===== config.mk =====
export PLATFORM = sky130hd
export DESIGN_NAME = note_sequencer
export DESIGN_NICKNAME = d
export VERILOG_FILES = /design/src/rtl/note_sequencer.sv
export SDC_FILE = /design/constraint.sdc
export NUM_CORES = 1
export LEC_CHECK = 0
export CORE_MARGIN = 1.5
export CORE_UTILIZATION = 40
export CTS_CLUSTER_DIAMETER = 120
export DETAILED_ROUTE_END_ITERATION = 10
export PLACE_DENSITY = 0.68
export SYNTH_ARGS = -nofsm -noshare
export SYNTH_HDL_FRONTEND = slang
export SYNTH_SLANG_ARGS = --single-unit

===== constraint.sdc =====
create_clock -name clk -period 2.21 [get_ports clk]
set_input_delay 0.221 -clock clk [delete_from_list [all_inputs] [get_ports clk]]
set_output_delay 0.221 -clock clk [all_outputs]
set_load 0.005 [all_outputs]

===== src/rtl/note_sequencer.sv =====
// Melody player: fetches note words from a synchronous song ROM and drives period/h_time of the PWM tone stage.
// New note visible two cycles after playback starts (FETCH+LOAD); stop/rst_n abort at the next edge.
module note_sequencer #(
  parameter int ADDR_W      = 4,
  parameter int TICK_CYCLES = 1000,
  parameter int GAP_TICKS   = 1,
  parameter bit LOOP        = 1'b0
) (
  input  logic              clk,
  input  logic              rst_n,
  input  logic              start,
  input  logic              stop,
  output logic [ADDR_W-1:0] song_addr,
  input  logic [7:0]        song_data,
  output logic [11:0]       period,
  output logic [11:0]       h_time,
  output logic              busy,
  output logic              done
);

  typedef enum logic [2:0] {
    S_IDLE,
    S_FETCH,
    S_LOAD,
    S_PLAY,
    S_GAP,
    S_DONE
  } state_t;

  localparam logic [ADDR_W-1:0] LAST_ADDR = '1;
  localparam logic [15:0]       TICK_LAST = 16'(TICK_CYCLES - 1);
  localparam logic [3:0]        GAP_BEATS = 4'(GAP_TICKS);

  state_t            state, state_nxt;
  logic [ADDR_W-1:0] addr_q, addr_nxt;
  logic [11:0]       period_q, period_nxt;
  logic [11:0]       h_time_q, h_time_nxt;
  logic [3:0]        beat_cnt, beat_nxt;
  logic [3:0]        gap_cnt, gap_nxt;
  logic [15:0]       tick_cnt, tick_nxt;
  logic              tick_wrap;
  logic              advance;
  logic [11:0]       mapped;

  // C4..C5 periods at a 1 MHz PWM clock; unused codes are rests.
  function automatic logic [11:0] pitch_period(input logic [3:0] pitch);
    case (pitch)
      4'd1:    pitch_period = 12'd3820;
      4'd2:    pitch_period = 12'd3401;
      4'd3:    pitch_period = 12'd3032;
      4'd4:    pitch_period = 12'd2862;
      4'd5:    pitch_period = 12'd2549;
      4'd6:    pitch_period = 12'd2271;
      4'd7:    pitch_period = 12'd2023;
      4'd8:    pitch_period = 12'd1909;
      default: pitch_period = 12'd0;
    endcase
  endfunction

  assign mapped    = pitch_period(song_data[7:4]);
  assign tick_wrap = (tick_cnt == TICK_LAST);

  always_comb begin
    state_nxt  = state;
    addr_nxt   = addr_q;
    period_nxt = period_q;
    h_time_nxt = h_time_q;
    beat_nxt   = beat_cnt;
    gap_nxt    = gap_cnt;
    tick_nxt   = tick_cnt;
    advance    = 1'b0;

    case (state)
      S_IDLE: begin
        if (start) begin
          addr_nxt  = '0;
          state_nxt = S_FETCH;
        end
      end
      S_FETCH: state_nxt = S_LOAD;
      S_LOAD: begin
        if (song_data[3:0] != 4'd0) begin
          period_nxt = mapped;
          h_time_nxt = {1'b0, mapped[11:1]};
          beat_nxt   = song_data[3:0];
          tick_nxt   = '0;
          state_nxt  = S_PLAY;
        end else if (LOOP) begin
          addr_nxt  = '0;
          state_nxt = S_FETCH;
        end else begin
          period_nxt = '0;
          h_time_nxt = '0;
          state_nxt  = S_DONE;
        end
      end
      S_PLAY: begin
        tick_nxt = tick_wrap ? 16'd0 : tick_cnt + 16'd1;
        if (tick_wrap) begin
          beat_nxt = beat_cnt - 4'd1;
          if (beat_cnt == 4'd1) begin
            if (GAP_TICKS > 0) begin
              period_nxt = '0;
              h_time_nxt = '0;
              gap_nxt    = GAP_BEATS;
              state_nxt  = S_GAP;
            end else begin
              advance = 1'b1;
            end
          end
        end
      end
      S_GAP: begin
        tick_nxt = tick_wrap ? 16'd0 : tick_cnt + 16'd1;
        if (tick_wrap) begin
          gap_nxt = gap_cnt - 4'd1;
          if (gap_cnt == 4'd1) advance = 1'b1;
        end
      end
      S_DONE: begin
        period_nxt = '0;
        h_time_nxt = '0;
        addr_nxt   = '0;
        state_nxt  = S_IDLE;
      end
      default: state_nxt = S_IDLE;
    endcase

    // Running off the last ROM address behaves exactly like an end marker.
    if (advance) begin
      if (addr_q == LAST_ADDR) begin
        if (LOOP) begin
          addr_nxt  = '0;
          state_nxt = S_FETCH;
        end else begin
          period_nxt = '0;
          h_time_nxt = '0;
          state_nxt  = S_DONE;
        end
      end else begin
        addr_nxt  = addr_q + 1'b1;
        state_nxt = S_FETCH;
      end
    end

    if (stop) begin
      state_nxt  = S_IDLE;
      addr_nxt   = '0;
      period_nxt = '0;
      h_time_nxt = '0;
      beat_nxt   = '0;
      gap_nxt    = '0;
      tick_nxt   = '0;
    end
  end

  always_ff @(posedge clk) begin
    if (!rst_n) begin
      state    <= S_IDLE;
      addr_q   <= '0;
      period_q <= '0;
      h_time_q <= '0;
      beat_cnt <= '0;
      gap_cnt  <= '0;
      tick_cnt <= '0;
    end else begin
      state    <= state_nxt;
      addr_q   <= addr_nxt;
      period_q <= period_nxt;
      h_time_q <= h_time_nxt;
      beat_cnt <= beat_nxt;
      gap_cnt  <= gap_nxt;
      tick_cnt <= tick_nxt;
    end
  end

  assign song_addr = addr_q;
  assign period    = period_q;
  assign h_time    = h_time_q;
  assign busy      = (state != S_IDLE);
  assign done      = (state == S_DONE);

endmodule


==> results.json, run 1 <==
{
  "status": "completed",
  "r2r-start": "beat_cnt[1]$_SDFFE_PP0P_",
  "tns_ns": 0,
  "die_w_um": 86.26,
  "core_um2": 6756,
  "worst-path-max-fanout": 8,
  "tritoncts": "done",
  "power_mw": 1.759,
  "r2r_slack_ns": 0.16,
  "drt_first_pass_iters": 4,
  "path_cells": "inv_1 > ha_1 > or3b_2 > o21ai_1 > a2111oi_4 > buf_4 > a21o_1",
  "clkSinkCount": 55,
  "synth_cells": 310,
  "htree_levels": 2,
  "tightest_slew_ns": 0.4989,
  "clk_path_buf_depth": 2,
  "wl_met3_um": 379,
  "clock_latency_ns": 0.32,
  "synthArstFlopShare_pct": 0,
  "wl_met2_um": 2972,
  "final-seq-area_um2": 1101,
  "yosys_most_used_dff": "dfxtp_1",
  "p_per_area_nw_per_um2": 488.4,
  "grt_overflow": 0,
  "end_kind": "flop",
  "nFillCells": 634,
  "worst_slack_ns": 0.1646,
  "min_from": "period[6]$_SDFF_PP0_",
  "area_growth_pct": 29.92,
  "syn_nets": 335,
  "globalRouteTotalUtil_pct": 18.45,
  "final_nets": 404,
  "max_stage_delay_ns": 0.47,
  "worstPathArrival_ns": 2.27,
  "portBuffers": 41,
  "diodes": 0,
  "cts_hold_buffers": 0,
  "dp_hpwl_um": 4560,
  "synth_edf_count": 0,
  "num_rows": 30,
  "dieArea_um2": 7440,
  "relSlewSlack_pct": 66.39,
  "fin_crit_ns": 2.045,
  "multi_input_area_um2": 1587,
  "start_kind": "flop",
  "fin_worst_skew_ns": 0.009038,
  "setup_viol": 0,
  "crit_type": "flop to flop",
  "ys_warn_count": 0,
  "drt_iter0_drc": 124,
  "totalWireLength_um": 6619,
  "postLayoutCellArea_um2": 3602,
  "min_path_cells": 1,
  "syn_area_um2": 2773,
  "synth_area_leader_cell": "dfxtp_1",
  "antenna_found_initial": 0,
  "drc": 0,
  "wl_met1_um": 3168,
  "avgRoutedWirePerCell_um": 14.39,
  "ff2ff_path_depth": 7,
  "grt_first_pass_wirelength_um": 10910,
  "gp_congestion": 0.8240,
  "fmax_mhz": 488.9,
  "critPathSlowestCell": "or3b_2",
  "synth_cell_types": 51,
  "maxCapViolCount": 0,
  "vias": 2509,
  "numCtsBuffers": 5,
  "drive_above_1_share_pct": 14.74,
  "synthTopCellsByCount": "dfxtp_1 (55), nor2_1 (29), a21oi_1 (27)",
  "synth_top_area_share_pct": 39.71,
  "placed_area_um2": 3437,
  "path_clk_slew_ns": 0.11,
  "period_share_pct": 92.55,
  "clk_root_buffer_cell": "clkbuf_8",
  "ys_top_cells_by_area": "dfxtp_1 (40%), a21o_1 (6.8%), ha_1 (5.9%)",
  "hp-class": "flop to flop",
  "topRoutingLayerUsed": "met4",
  "die_height_um": 86.26,
  "seq_area_frac_synth_pct": 39.71,
  "hold_path_end": "period[6]$_SDFF_PP0_",
  "synth_seq_cells": 55,
  "start_util_pct": 41.04,
  "num_io_pins": 42,
  "rsz0062_at_grt": "false",
  "vias_per_cell": 5.454,
  "yosysMostFrequentCell": "dfxtp_1",
  "ant_nets": 0,
  "max-vdd-ir-drop_uv": 343.3,
  "cp.required_ns": 2.43,
  "grt_max_degree": 19,
  "r2r-end": "period[4]$_SDFF_PP0_",
  "p_leak_nw": 1.543,
  "drv_slew": 0,
  "synth.avg_cell_area_um2": 8.944,
  "dp_slack_ns": -0.1947,
  "grt_pass1_vias": 2349,
  "hold_viol": 0
}
==> through the flow <==
stage	cells	hold WS [ns]	utilization, %
finish	460	0.4650	53.31
floorplan	310	0.4419	-
global placement	447	0.4345	50.87
CTS	456	0.4698	52.80
global route	460	0.4899	53.31
detailed placement	447	0.4419	50.87
==> worst max-delay path: cells and delay by family (launching register included) <==
family | cells | cell delay (ns)
flip-flops | 1 | 0.33
adder cells (fa/ha/maj) | 1 | 0.13
AND/OR/NAND/NOR | 1 | 0.47
buffers and inverters | 2 | 0.27
AO/OA/AOI/OAI | 3 | 0.75
==> sequential cells by signal (all words and copies together), names as in the netlist <==
signal and cells:
h_time 12, gap_cnt 4, period 12, tick_cnt 16, song_addr 4, beat_cnt 4
state 3
==> cell type report <==
class | count | share of cell area [%]
clock buffer | 6 | 2.292
clock inverter | 2 | 0.4863
inverter | 11 | 1.146
multi-input combinational | 230 | 44.04
sequential | 55 | 30.57
tap | 80 | 2.779
timing repair buffer | 76 | 18.69
==> placed cells by master (no fill, tap or decap), drive strengths merged, types with 2 or more instances in the layout <==
| cell type | n |
|---|---|
| a2111oi | 2 |
| nor4 | 2 |
| nand2b | 2 |
| nor3b | 4 |
| or4 | 2 |
| nor3 | 10 |
| clkbuf | 6 |
| a32o | 2 |
| nand3 | 9 |
| and3 | 4 |
| or3 | 6 |
| nand3b | 3 |
| clkdlybuf4s50 | 41 |
| o31ai | 2 |
| buf | 35 |
| a21o | 25 |
| ha | 13 |
| xor2 | 8 |
| a311oi | 3 |
| and3b | 2 |
| a211o | 2 |
| a211oi | 4 |
| and4 | 2 |
| nand4 | 9 |
| nor2b | 3 |
| inv | 13 |
| a41oi | 2 |
| mux2i | 3 |
| o21ai | 17 |
| nand2 | 17 |
| and2 | 3 |
| a21oi | 27 |
| dfxtp | 55 |
| nor2 | 29 |
==> where the power goes <==
part / switching, mW / internal (mW) / total, mW
Sequential: 0.00556 / 0.995 / 1.00
Combinational: 0.0763 / 0.0697 / 0.146
Clock: 0.350 / 0.263 / 0.613
==> logic make-up after synthesis <==
logic type	after synthesis	synth area share [%]
AND/OR/NAND/NOR	111	23.42
AO/OA/AOI/OAI	94	23.06
flip-flops	55	39.71
buffers and inverters	26	4.332
adder cells (fa/ha/maj)	13	5.867
XOR/XNOR	8	2.527
multiplexers	3	1.083
==> what timing repair did <==
item | CTS | global route
setup buffers | 0 | 4
resized for setup | 2 | 1
cloned | 1 | 0
pin swaps | 1 | 2
setup endpoints to repair | 24 | 25
hold endpoints to repair | 0 | 0
==> metal layers <==
| metal | vias up | GRT usage (%) |
|---|---|---|
| li1 | 1269 | - |
| met1 | 1186 | 23.98 |
| met2 | 45 | 29.42 |
| met3 | 9 | 4.667 |
| met4 | 0 | 7.331 |
| met5 | - | 0 |
==> worst max-delay path by stage <==
stage,to,cells after the start,start
6_report,period[4]$_SDFF_PP0_,7,beat_cnt[1]$_SDFFE_PP0P_
5_1_grt,song_addr[2]$_SDFF_PP0_,6,gap_cnt[1]$_SDFFE_PP0P_
4_1_cts,h_time[10]$_SDFF_PP0_,6,tick_cnt[0]$_SDFFE_PP0P_
3_5_place_dp,h_time[11]$_SDFF_PP0_,6,tick_cnt[0]$_SDFFE_PP0P_
3_3_place_gp,h_time[11]$_SDFF_PP0_,6,tick_cnt[0]$_SDFFE_PP0P_
2_1_floorplan,h_time[11]$_SDFF_PP0_,7,tick_cnt[0]$_SDFFE_PP0P_
(Power assumes the default switching activity.)
==> run 2, diff against run 1 <==
--- a/config.mk
+++ b/config.mk
@@ -5,11 +5,13 @@
 export SDC_FILE = /design/constraint.sdc
 export NUM_CORES = 1
 export LEC_CHECK = 0
+export CAP_MARGIN = 20
 export CORE_MARGIN = 1.5
-export CORE_UTILIZATION = 40
+export CORE_UTILIZATION = 54
 export CTS_CLUSTER_DIAMETER = 120
+export CTS_CLUSTER_SIZE = 25
 export DETAILED_ROUTE_END_ITERATION = 10
-export PLACE_DENSITY = 0.68
+export PLACE_DENSITY = 0.86
 export SYNTH_ARGS = -nofsm -noshare
 export SYNTH_HDL_FRONTEND = slang
 export SYNTH_SLANG_ARGS = --single-unit
==> run 2 against run 1 <==
Net effect:
- utilization rose by 19 points
- non-clock buffer count fell by 8
- largest cell class unchanged
- via count rose by 2.5%
==> results.json, run 2 (synthesized netlist as in run 1, its figures left out) <==
{
  "status": "completed",
  "drt_iter0_drc": 169,
  "min_from": "h_time[6]$_SDFF_PP0_",
  "crit_type": "flop to primary output",
  "cp.required_ns": 1.99,
  "worst_slack_ns": 0.1328,
  "dp_hpwl_um": 4677,
  "tritoncts": "done",
  "numCtsBuffers": 5,
  "worstPathArrival_ns": 1.86,
  "max-vdd-ir-drop_uv": 410.9,
  "fin_worst_skew_ns": 0.008713,
  "placed_area_um2": 3388,
  "clkSinkCount": 55,
  "portBuffers": 41,
  "path_clk_slew_ns": 0.10,
  "final_nets": 396,
  "relSlewSlack_pct": 52.00,
  "hold_viol": 0,
  "wl_met3_um": 376,
  "fmax_mhz": 481.4,
  "wl_met2_um": 3434,
  "gp_congestion": 0.8896,
  "core_um2": 4848,
  "avgRoutedWirePerCell_um": 15.77,
  "topRoutingLayerUsed": "met4",
  "start_kind": "flop",
  "die_height_um": 74.66,
  "setup_viol": 0,
  "start_util_pct": 57.19,
  "diodes": 0,
  "hp-class": "flop to flop",
  "grt_max_degree": 19,
  "critPathSlowestCell": "clkdlybuf4s50_1",
  "globalRouteTotalUtil_pct": 25.54,
  "num_rows": 25,
  "htree_levels": 2,
  "die_w_um": 74.66,
  "grt_first_pass_wirelength_um": 11140,
  "drive_above_1_share_pct": 13.17,
  "area_growth_pct": 27.21,
  "drt_first_pass_iters": 5,
  "fin_crit_ns": 2.077,
  "ff2ff_path_depth": 7,
  "ant_nets": 0,
  "top_register": "tick_cnt",
  "final_cells": 439,
  "path_cells": "nand2_1 > nor2_2 > clkdlybuf4s50_1",
  "grt_overflow": 0,
  "vias_per_cell": 5.856,
  "largest_reg_flops": 16,
  "period_share_pct": 93.99,
  "final_cell_mix": "dfxtp_1 (55), clkdlybuf4s50_1 (41), nor2_1 (28)",
  "drc": 0,
  "grt_pass1_vias": 2502,
  "clock_latency_ns": 0.31,
  "clk_root_buffer_cell": "clkbuf_8",
  "r2r_slack_ns": 0.14,
  "wl_met1_um": 3033,
  "r2r-end": "period[4]$_SDFF_PP0_",
  "rsz0062_at_grt": "false",
  "antenna_found_initial": 0,
  "hold_path_end": "h_time[6]$_SDFF_PP0_",
  "min_path_cells": 1,
  "tightest_slew_ns": 0.7199,
  "r2r-start": "beat_cnt[1]$_SDFFE_PP0P_",
  "drv_slew": 0,
  "p_leak_nw": 1.495,
  "whs_ns": 0.4588,
  "dp_slack_ns": -0.1784,
  "max_stage_delay_ns": 0.60,
  "num_io_pins": 42,
  "final_common_cell": "dfxtp_1",
  "dieArea_um2": 5573,
  "p_per_area_nw_per_um2": 484.3,
  "maxCapViolCount": 0,
  "postLayoutCellArea_um2": 3527,
  "totalWireLength_um": 6923,
  "vias": 2571,
  "dp_cells": 428,
  "worst-path-max-fanout": 11,
  "end_kind": "primary output",
  "power_mw": 1.708,
  "clk_path_buf_depth": 2
}
==> run 2: cell types whose count changed in the layout (fill, tap and decap cells not counted), sizes merged <==
cell	change
buf	-8
clkbuf	-1
clkinv	+1
clkinvlp	+2
inv	-2
==> run 2: metal layers <==
metal	vias up	GRT usage, %
met3	9	5.756
met2	76	43.65
li1	1248	-
met5	-	0
met4	0	9.091
met1	1238	31.79
==> run 2: power breakdown <==
group | internal, mW | switching [mW] | total [mW]
Sequential | 0.995 | 0.00529 | 1.00
Combinational | 0.0664 | 0.0766 | 0.143
Clock | 0.222 | 0.344 | 0.565
Total | 1.28 | 0.426 | 1.71
==> run 2: layout make-up <==
class                   instances  area [um^2]
multi-input cells             230         1587
fillers                       360         1321
flip-flops and latches         55         1101
repair buffers                 68        625.6
well taps                      67        83.83
clock buffers                   5        68.82
inverters                      11        41.29
clock inverters                 3        20.02
==> run 2: worst max-delay path by stage <==
stage	cells past startpoint	startpoint	slack (ns)	to
after floorplan	7	tick_cnt[0]$_SDFFE_PP0P_	0.33	h_time[11]$_SDFF_PP0_
after global placement	6	tick_cnt[0]$_SDFFE_PP0P_	-0.11	h_time[11]$_SDFF_PP0_
after detailed placement	6	tick_cnt[0]$_SDFFE_PP0P_	-0.18	period[4]$_SDFF_PP0_
after CTS	3	state[0]$_SDFFE_PP0P_	0.01	done
after global routing	6	tick_cnt[0]$_SDFFE_PP0P_	0.01	period[8]$_SDFF_PP0_
final	3	state[2]$_SDFFE_PP0P_	0.13	done
==> run 2: stage by stage <==
| step | TNS (ns) | utilization [%] |
|---|---|---|
| 6_report | 0 | 72.75 |
| 5_1_grt | 0 | 72.75 |
| 4_1_cts | 0 | 72.28 |
| 3_5_place_dp | -3.825 | 69.88 |
| 3_3_place_gp | -2.461 | 69.88 |
| 2_1_floorplan | 0 | - |
==> run 2: repair_timing <==
action                     CTS  global route
setup endpoints to repair   24            14
hold buffers                 0             0
pin swaps                    1             1
gates resized for setup      1             2
setup buffers                0             2
gates cloned                 1             0
==> run 2: critical path: cells and delay by family (launching register included) <==
| family | cells | cell delay, ns |
|---|---|---|
| flops | 1 | 0.49 |
| buf+inv | 1 | 0.60 |
| simple gates | 2 | 0.45 |
==> run 3, diff against run 2 <==
--- a/config.mk
+++ b/config.mk
@@ -12,6 +12,7 @@
 export CTS_CLUSTER_SIZE = 25
 export DETAILED_ROUTE_END_ITERATION = 10
 export PLACE_DENSITY = 0.86
+export SLEW_MARGIN = 20
 export SYNTH_ARGS = -nofsm -noshare
 export SYNTH_HDL_FRONTEND = slang
 export SYNTH_SLANG_ARGS = --single-unit
==> results of run 3 <==
Same layout as run 2: the final DEF is identical, and so are final timing and power.
